$ cat src/rtl/ysyx_23060136_fwd_pkg.sv
// Shared types and constants for the EXU operand-forwarding controller.
package ysyx_23060136_fwd_pkg;

    localparam int CSR_AW_DEF = 12;

    typedef enum logic {
        IDLE,
        LOAD_WAIT
    } fwd_state_t;

    typedef enum logic [1:0] {
        SRC_NONE,
        SRC_MEM,
        SRC_WB,
        SRC_HELD
    } fwd_src_t;

endpackage

$ cat src/rtl/exu_fwd_operand_ysyx_23060136.sv
// One EXU source operand: producer match, source priority, holding register
// and the local load-use hazard flag.
module exu_fwd_operand_ysyx_23060136
    import ysyx_23060136_fwd_pkg::*;
#(
    parameter int   IDX_W          = 5,
    parameter logic ZERO_IDX_VALID = 1'b0,
    parameter logic LOAD_CHK       = 1'b1
) (
    input  logic             clk,
    input  logic             rst_n,
    input  logic             i_src_en,
    input  logic [IDX_W-1:0] i_src_idx,
    input  logic             i_stall,
    input  logic             i_clear,
    input  logic             i_mem_valid,
    input  logic             i_mem_wen,
    input  logic             i_mem_is_load,
    input  logic             i_mem_load_done,
    input  logic [IDX_W-1:0] i_mem_idx,
    input  logic [31:0]      i_mem_data,
    input  logic             i_wb_valid,
    input  logic             i_wb_wen,
    input  logic [IDX_W-1:0] i_wb_idx,
    input  logic [31:0]      i_wb_data,
    output logic [31:0]      o_data,
    output logic             o_hazard,
    output logic             o_load_haz
);

    logic        r_held_valid;
    logic [31:0] r_held_data;

    logic        w_idx_ok;
    logic        w_mem_match;
    logic        w_wb_match;
    logic        w_mem_pending;
    fwd_src_t    w_src;

    assign w_idx_ok      = ZERO_IDX_VALID | (i_src_idx != '0);
    assign w_mem_match   = i_src_en & w_idx_ok & i_mem_valid & i_mem_wen & (i_mem_idx == i_src_idx);
    assign w_wb_match    = i_src_en & w_idx_ok & i_wb_valid & i_wb_wen & (i_wb_idx == i_src_idx);
    assign w_mem_pending = LOAD_CHK & i_mem_is_load & ~i_mem_load_done;
    assign o_load_haz    = w_mem_match & w_mem_pending;

    always_comb begin
        w_src = SRC_NONE;
        if (w_mem_match) begin
            // An unfinished load owns the operand: nothing older may be used.
            w_src = w_mem_pending ? SRC_NONE : SRC_MEM;
        end else if (w_wb_match) begin
            w_src = SRC_WB;
        end else if (r_held_valid) begin
            w_src = SRC_HELD;
        end
    end

    always_comb begin
        o_data   = 32'h0;
        o_hazard = 1'b0;
        case (w_src)
            SRC_MEM: begin
                o_data   = i_mem_data;
                o_hazard = 1'b1;
            end
            SRC_WB: begin
                o_data   = i_wb_data;
                o_hazard = 1'b1;
            end
            SRC_HELD: begin
                o_data   = r_held_data;
                o_hazard = 1'b1;
            end
            default: begin
                o_data   = 32'h0;
                o_hazard = 1'b0;
            end
        endcase
    end

    always_ff @(posedge clk or negedge rst_n) begin
        if (!rst_n) begin
            r_held_valid <= 1'b0;
            r_held_data  <= 32'h0;
        end else if (i_clear) begin
            r_held_valid <= 1'b0;
        end else if (i_stall && w_wb_match) begin
            r_held_valid <= 1'b1;
            r_held_data  <= i_wb_data;
        end
    end

endmodule

$ cat src/rtl/exu_forward_ctrl_ysyx_23060136.sv
// EXU forwarding controller: three operand forwarders, load-use stall,
// stall FSM and saturating stall-cycle counter.
module exu_forward_ctrl_ysyx_23060136
    import ysyx_23060136_fwd_pkg::*;
#(
    parameter int CSR_AW = CSR_AW_DEF,
    parameter int CNT_W  = 32
) (
    input  logic              clk,
    input  logic              rst_n,
    input  logic              EXU_valid,
    input  logic              EXU_fire,
    input  logic              EXU_flush,
    input  logic [4:0]        EXU_rs1,
    input  logic [4:0]        EXU_rs2,
    input  logic              EXU_rs1_en,
    input  logic              EXU_rs2_en,
    input  logic              EXU_csr_en,
    input  logic [CSR_AW-1:0] EXU_csr_rs,
    input  logic              MEM_valid,
    input  logic              MEM_rd_wen,
    input  logic              MEM_csr_wen,
    input  logic              MEM_is_load,
    input  logic              MEM_load_done,
    input  logic [4:0]        MEM_rd,
    input  logic [CSR_AW-1:0] MEM_csr_rd,
    input  logic [31:0]       MEM_rd_data,
    input  logic [31:0]       MEM_csr_data,
    input  logic              WB_valid,
    input  logic              WB_rd_wen,
    input  logic              WB_csr_wen,
    input  logic [4:0]        WB_rd,
    input  logic [CSR_AW-1:0] WB_csr_rd,
    input  logic [31:0]       WB_rd_data,
    input  logic [31:0]       WB_csr_data,
    output logic [31:0]       FORWARD_rs1_data_EXU,
    output logic [31:0]       FORWARD_rs2_data_EXU,
    output logic [31:0]       FORWARD_csr_rs_data_EXU,
    output logic              FORWARD_rs1_hazard_EXU,
    output logic              FORWARD_rs2_hazard_EXU,
    output logic              FORWARD_csr_rs_hazard_EXU,
    output logic              FORWARD_stall_EXU,
    output logic [CNT_W-1:0]  FORWARD_stall_cnt
);

    // state     | meaning
    // IDLE      | no load-use stall outstanding
    // LOAD_WAIT | EXU held waiting for a MEM load to return data

    fwd_state_t       r_state;
    fwd_state_t       w_state_nxt;
    logic [CNT_W-1:0] r_stall_cnt;

    logic w_rs1_load_haz;
    logic w_rs2_load_haz;
    logic w_csr_load_haz;
    logic w_stall;
    logic w_fire_ok;
    logic w_clear;

    assign w_stall   = EXU_valid & ~EXU_flush & (w_rs1_load_haz | w_rs2_load_haz | w_csr_load_haz);
    // A fire while still stalled in LOAD_WAIT is illegal upstream and ignored.
    assign w_fire_ok = EXU_fire & ~((r_state == LOAD_WAIT) & w_stall);
    assign w_clear   = w_fire_ok | EXU_flush;

    assign FORWARD_stall_EXU = w_stall;
    assign FORWARD_stall_cnt = r_stall_cnt;

    exu_fwd_operand_ysyx_23060136 #(
        .IDX_W(5), .ZERO_IDX_VALID(1'b0), .LOAD_CHK(1'b1)
    ) u_fwd_rs1 (
        .clk(clk), .rst_n(rst_n),
        .i_src_en(EXU_rs1_en), .i_src_idx(EXU_rs1),
        .i_stall(w_stall), .i_clear(w_clear),
        .i_mem_valid(MEM_valid), .i_mem_wen(MEM_rd_wen),
        .i_mem_is_load(MEM_is_load), .i_mem_load_done(MEM_load_done),
        .i_mem_idx(MEM_rd), .i_mem_data(MEM_rd_data),
        .i_wb_valid(WB_valid), .i_wb_wen(WB_rd_wen),
        .i_wb_idx(WB_rd), .i_wb_data(WB_rd_data),
        .o_data(FORWARD_rs1_data_EXU), .o_hazard(FORWARD_rs1_hazard_EXU),
        .o_load_haz(w_rs1_load_haz)
    );

    exu_fwd_operand_ysyx_23060136 #(
        .IDX_W(5), .ZERO_IDX_VALID(1'b0), .LOAD_CHK(1'b1)
    ) u_fwd_rs2 (
        .clk(clk), .rst_n(rst_n),
        .i_src_en(EXU_rs2_en), .i_src_idx(EXU_rs2),
        .i_stall(w_stall), .i_clear(w_clear),
        .i_mem_valid(MEM_valid), .i_mem_wen(MEM_rd_wen),
        .i_mem_is_load(MEM_is_load), .i_mem_load_done(MEM_load_done),
        .i_mem_idx(MEM_rd), .i_mem_data(MEM_rd_data),
        .i_wb_valid(WB_valid), .i_wb_wen(WB_rd_wen),
        .i_wb_idx(WB_rd), .i_wb_data(WB_rd_data),
        .o_data(FORWARD_rs2_data_EXU), .o_hazard(FORWARD_rs2_hazard_EXU),
        .o_load_haz(w_rs2_load_haz)
    );

    exu_fwd_operand_ysyx_23060136 #(
        .IDX_W(CSR_AW), .ZERO_IDX_VALID(1'b1), .LOAD_CHK(1'b0)
    ) u_fwd_csr (
        .clk(clk), .rst_n(rst_n),
        .i_src_en(EXU_csr_en), .i_src_idx(EXU_csr_rs),
        .i_stall(w_stall), .i_clear(w_clear),
        .i_mem_valid(MEM_valid), .i_mem_wen(MEM_csr_wen),
        .i_mem_is_load(1'b0), .i_mem_load_done(1'b1),
        .i_mem_idx(MEM_csr_rd), .i_mem_data(MEM_csr_data),
        .i_wb_valid(WB_valid), .i_wb_wen(WB_csr_wen),
        .i_wb_idx(WB_csr_rd), .i_wb_data(WB_csr_data),
        .o_data(FORWARD_csr_rs_data_EXU), .o_hazard(FORWARD_csr_rs_hazard_EXU),
        .o_load_haz(w_csr_load_haz)
    );

    always_comb begin
        w_state_nxt = r_state;
        case (r_state)
            IDLE:      if (w_stall)  w_state_nxt = LOAD_WAIT;
            LOAD_WAIT: if (!w_stall) w_state_nxt = IDLE;
            default:   w_state_nxt = IDLE;
        endcase
    end

    always_ff @(posedge clk or negedge rst_n) begin
        if (!rst_n) begin
            r_state <= IDLE;
        end else begin
            r_state <= w_state_nxt;
        end
    end

    always_ff @(posedge clk or negedge rst_n) begin
        if (!rst_n) begin
            r_stall_cnt <= '0;
        end else if (w_stall && (r_stall_cnt != '1)) begin
            r_stall_cnt <= r_stall_cnt + {{(CNT_W-1){1'b0}}, 1'b1};
        end
    end

endmodule

$ cat config.mk
export PLATFORM = sky130hd
export DESIGN_NAME = exu_forward_ctrl_ysyx_23060136
export DESIGN_NICKNAME = d
export VERILOG_FILES = /design/src/rtl/ysyx_23060136_fwd_pkg.sv /design/src/rtl/exu_fwd_operand_ysyx_23060136.sv /design/src/rtl/exu_forward_ctrl_ysyx_23060136.sv
export SDC_FILE = /design/constraint.sdc
export NUM_CORES = 1
export LEC_CHECK = 0
export BUFFER_PORTS_ARGS = -buffer_cell sky130_fd_sc_hd__buf_2
export CORE_ASPECT_RATIO = 1.1
export CORE_MARGIN = 2
export CORE_UTILIZATION = 45
export DETAILED_ROUTE_END_ITERATION = 8
export MAX_ROUTING_LAYER = met4
export PLACE_DENSITY = 0.78
export SLEW_MARGIN = 20
export SYNTH_ARGS = -nofsm -noshare
export SYNTH_HDL_FRONTEND = slang
export SYNTH_SLANG_ARGS = --single-unit
export TNS_END_PERCENT = 30
$ cat constraint.sdc
create_clock -name clk -period 2.7 [get_ports clk]
set_clock_uncertainty 0.2 [all_clocks]
set_input_delay 0.27 -clock clk [delete_from_list [all_inputs] [get_ports clk]]
set_output_delay 0.27 -clock clk [all_outputs]
set_load 0.01 [all_outputs]
==> summary.md <==
| Metric | Value |
|---|---|
| Status | finished with violations |
| Failing checks | setup timing |
| Post-Syn Area | 8230 um^2 |
| Post-synthesis cell count | 837 |
| Routed WL | 29.2 mm |
| Count leader, synth | dfrtp_1 |
| Post-layout util | 70.6% |
| Starting DRC count in detailed routing | 586 |
| Source of the worst hold timing path | EXU_flush |
| Antenna violations before repair | 0 |
| H-tree depth | 4 |
| Die X | 133 um |
| Yosys reg bits | 132 |
| Clock buffer depth | 2 |
| Highest Clock Rate | 353 MHz |
| FP Rows | 51 |
| Worst r2r dst | FORWARD_stall_cnt[23] |
| Worst Tran Pin Value | 0.650 ns |
| Req. time, crit path | 2.23 ns |
| Hold_ws | 0.0886 ns |
| Clk root buf | clkbuf_16 |
| Post-Layout Inst Area | 12600 um^2 |
| Leak Pwr | 6.74 nW |
| CTS tree | done |
| Synth area leaders | dfrtp_1 40%, mux2_2 9.0%, a22oi_1 5.8% |
| DP Area | 10700 um^2 |
| Pin count of the biggest net entering global routing | 69 |
| Worst skew pair latency | 0.42 ns |
| ANT cells | 0 |
| Placed Cells | 1416 |
| WHS Path Cells | 4 |
| Rel. slew slack | 56.6% |
| Final setup violation count | 36 |
| Share of layout cells above drive strength 1 | 47.1% |
| Hold Path Class | in -> reg |
| Ys async rst share | 100% |
| Dpl hpwl | 19.8 mm |
| Worst r2r src | FORWARD_stall_cnt[1] |
| PD cells | 397 nW/um^2 |
| Cells on worst reg2reg path | 7 |
| Cell variety after synth | 50 |
| Syn-to-layout area delta | 52.8% |
| Multi-input logic area | 4890 um^2 |
| Fill cells | 1249 |
| Post-route ant nets | 0 |
| Sequential share of the synthesized area | 40.2% |
| Peak supply drop | 0.361 mV |
| RSZ-0062 raised after global routing | yes |
| Final nets | 1492 |
| Number of flops mapped to enable cells by yosys | 0 |
| CTS buffer count | 17 |
| Synthesized Nets | 1038 |
| Residual DRC | 0 |
| Die Span Y | 146 um |
| Global-route wire length before repair | 43.6 mm |
| Tcrit/Tclk final | 105% |
| Grt ovf | 0 |
| CP endpoint kind | primary output |
| Final Hold Fails | 0 |
| Die area | 19400 um^2 |
| Setup TNS | -2.51 ns |
| Port bufs | 331 |
| Worst-path fanout max | 7 |
| Via count | 8618 |
| Top cells by count, synth | 132 x dfrtp_1, 87 x a21oi_1, 76 x nand2_1, 66 x mux2_2, 64 x a22oi_1 |
| Area occupied by registers | 3300 um^2 |
| Max_cap viols | 0 |
| Fin cells | 1542 |
| Min Tclk post-route | 2.83 ns |
| Detailed Routing Iterations Pass 1 | 7 |
| Area leader, netlist | dfrtp_1 |
| Top_reg_cell synth | dfrtp_1 |
| Slew Viols, Final | 0 |
| Vias in the first global route | 8550 |
| Worst-path clk slew | 0.06 ns |
| Syn_area_per_cell | 9.83 um^2 |
| Io pins | 332 |
| Placer Congestion | 0.898 |
| Routed vias/inst | 5.59 |
| WHS Endpoint | u_fwd_rs2.r_held_valid |
| CP Launch Type | primary input |
| Clk sinks | 132 |
| Kind of critical path | in -> out |
| Setup slack, reg-to-reg | 0.10 ns |
| Core Area | 17800 um^2 |
| Average wire per standard cell | 19.0 um |
| Ys Warns | 0 |
| Gr usage total | 29.1% |
| Synth top area share | 40.2% |
| Crit path DAT | 2.36 ns |
| Initial Utilization | 46.2% |
| Final worst slack | -0.129 ns |
## cells by family (layout without fill, tap and decap cells)
kind of cell / count (synthesis) / count (layout) / share of synthesized area, %
AND/OR/NAND/NOR: 272 / 272 / 16.9
AO/OA/AOI/OAI: 163 / 163 / 12.4
flip-flops: 132 / 132 / 40.2
multiplexers: 129 / 129 / 18.5
XOR/XNOR: 75 / 75 / 7.98
buffers and inverters: 65 / 532 / 3.88
adder cells (fa/ha/maj): 1 / 1 / 0.152
## state kept, by name (all words and copies together) (netlist names)
signal                  flops
FORWARD_stall_cnt          32
u_fwd_csr.r_held_data      32
r_state                     1
u_fwd_rs1.r_held_valid      1
u_fwd_rs1.r_held_data      32
u_fwd_rs2.r_held_valid      1
u_fwd_csr.r_held_valid      1
u_fwd_rs2.r_held_data      32
## area by class of cell
cell class,instances,share of cell area [%]
multi-input combinational,640,38.9
clock buffer,21,3.66
tap,238,2.37
inverter,11,0.328
clock inverter,11,1.38
timing repair buffer,489,27.1
sequential,132,26.3
## stage by stage
stage                     total power [mW]  worst slack (ns)
after floorplan                       2.13           0.00203
after global placement                2.42            -0.160
after detailed placement              2.43            -0.204
after CTS                             5.00           -0.0315
after global routing                  5.18            -0.208
final                                 5.00            -0.129
## critical path, stage by stage
cell and delay [ns]:
buf_2 0.11, buf_4 0.15, xnor2_2 0.14, nand4_1 0.24, or4_4 0.55, o31a_1 0.15, buf_6 0.13, buf_4 0.13
clkbuf_16 0.16, nand2_1 0.09, a21oi_1 0.08, buf_2 0.15
## cells in the final DEF, fill, tap and decap left out, types with 30 or more instances in the layout
cell type      instances
mux2_4                30
nor2_1                52
mux2i_1               32
xor2_1                40
buf_2                325
and2_1                34
nand2_1               66
buf_4                 59
dfrtp_1              131
a22oi_1               56
mux2_2                66
a21oi_1               69
dlygate4sd3_1         67
nand3_1               34
## metal layers
metal | global-route usage [%] | part of all wire, % | up-vias
met5 | - | 0 | -
met4 | 12.3 | 3.3 | 0
met3 | 5.36 | 8.2 | 83
met2 | 48.3 | 49 | 516
met1 | 34.7 | 39 | 4124
li1 | - | - | 3895
## power by group
| group | total (mW) | switching, mW | internal (mW) |
|---|---|---|---|
| combinational | 0.542 | 0.269 | 0.273 |
| clock | 2.47 | 0.873 | 1.60 |
| sequential | 1.98 | 0.000418 | 1.98 |
## repair_timing
action | CTS | global route
pin swaps | 8 | 16
endpoints found under the setup margin | 57 | 93
cloned | 0 | 3
setup buffers | 4 | 20
hold buffers | 67 | 0
endpoints found under the hold margin | 162 | 0
resized for setup | 21 | 58
## how the worst max path moves through the flow
stage | startpoint | to | slack [ns] | cells past startpoint
after floorplan | FORWARD_stall_cnt[1] | FORWARD_stall_cnt[1] | 0.002 | 8
after global placement | EXU_rs1[1] | FORWARD_rs1_data_EXU[11] | -0.16 | 10
after detailed placement | EXU_rs1[1] | FORWARD_rs1_data_EXU[11] | -0.20 | 10
after CTS | EXU_rs1[1] | FORWARD_rs1_data_EXU[3] | -0.03 | 10
after global routing | EXU_rs1[1] | FORWARD_rs1_data_EXU[27] | -0.21 | 10
final | EXU_rs1[2] | FORWARD_rs1_data_EXU[17] | -0.13 | 12
Power figures use the tool's default switching activity.
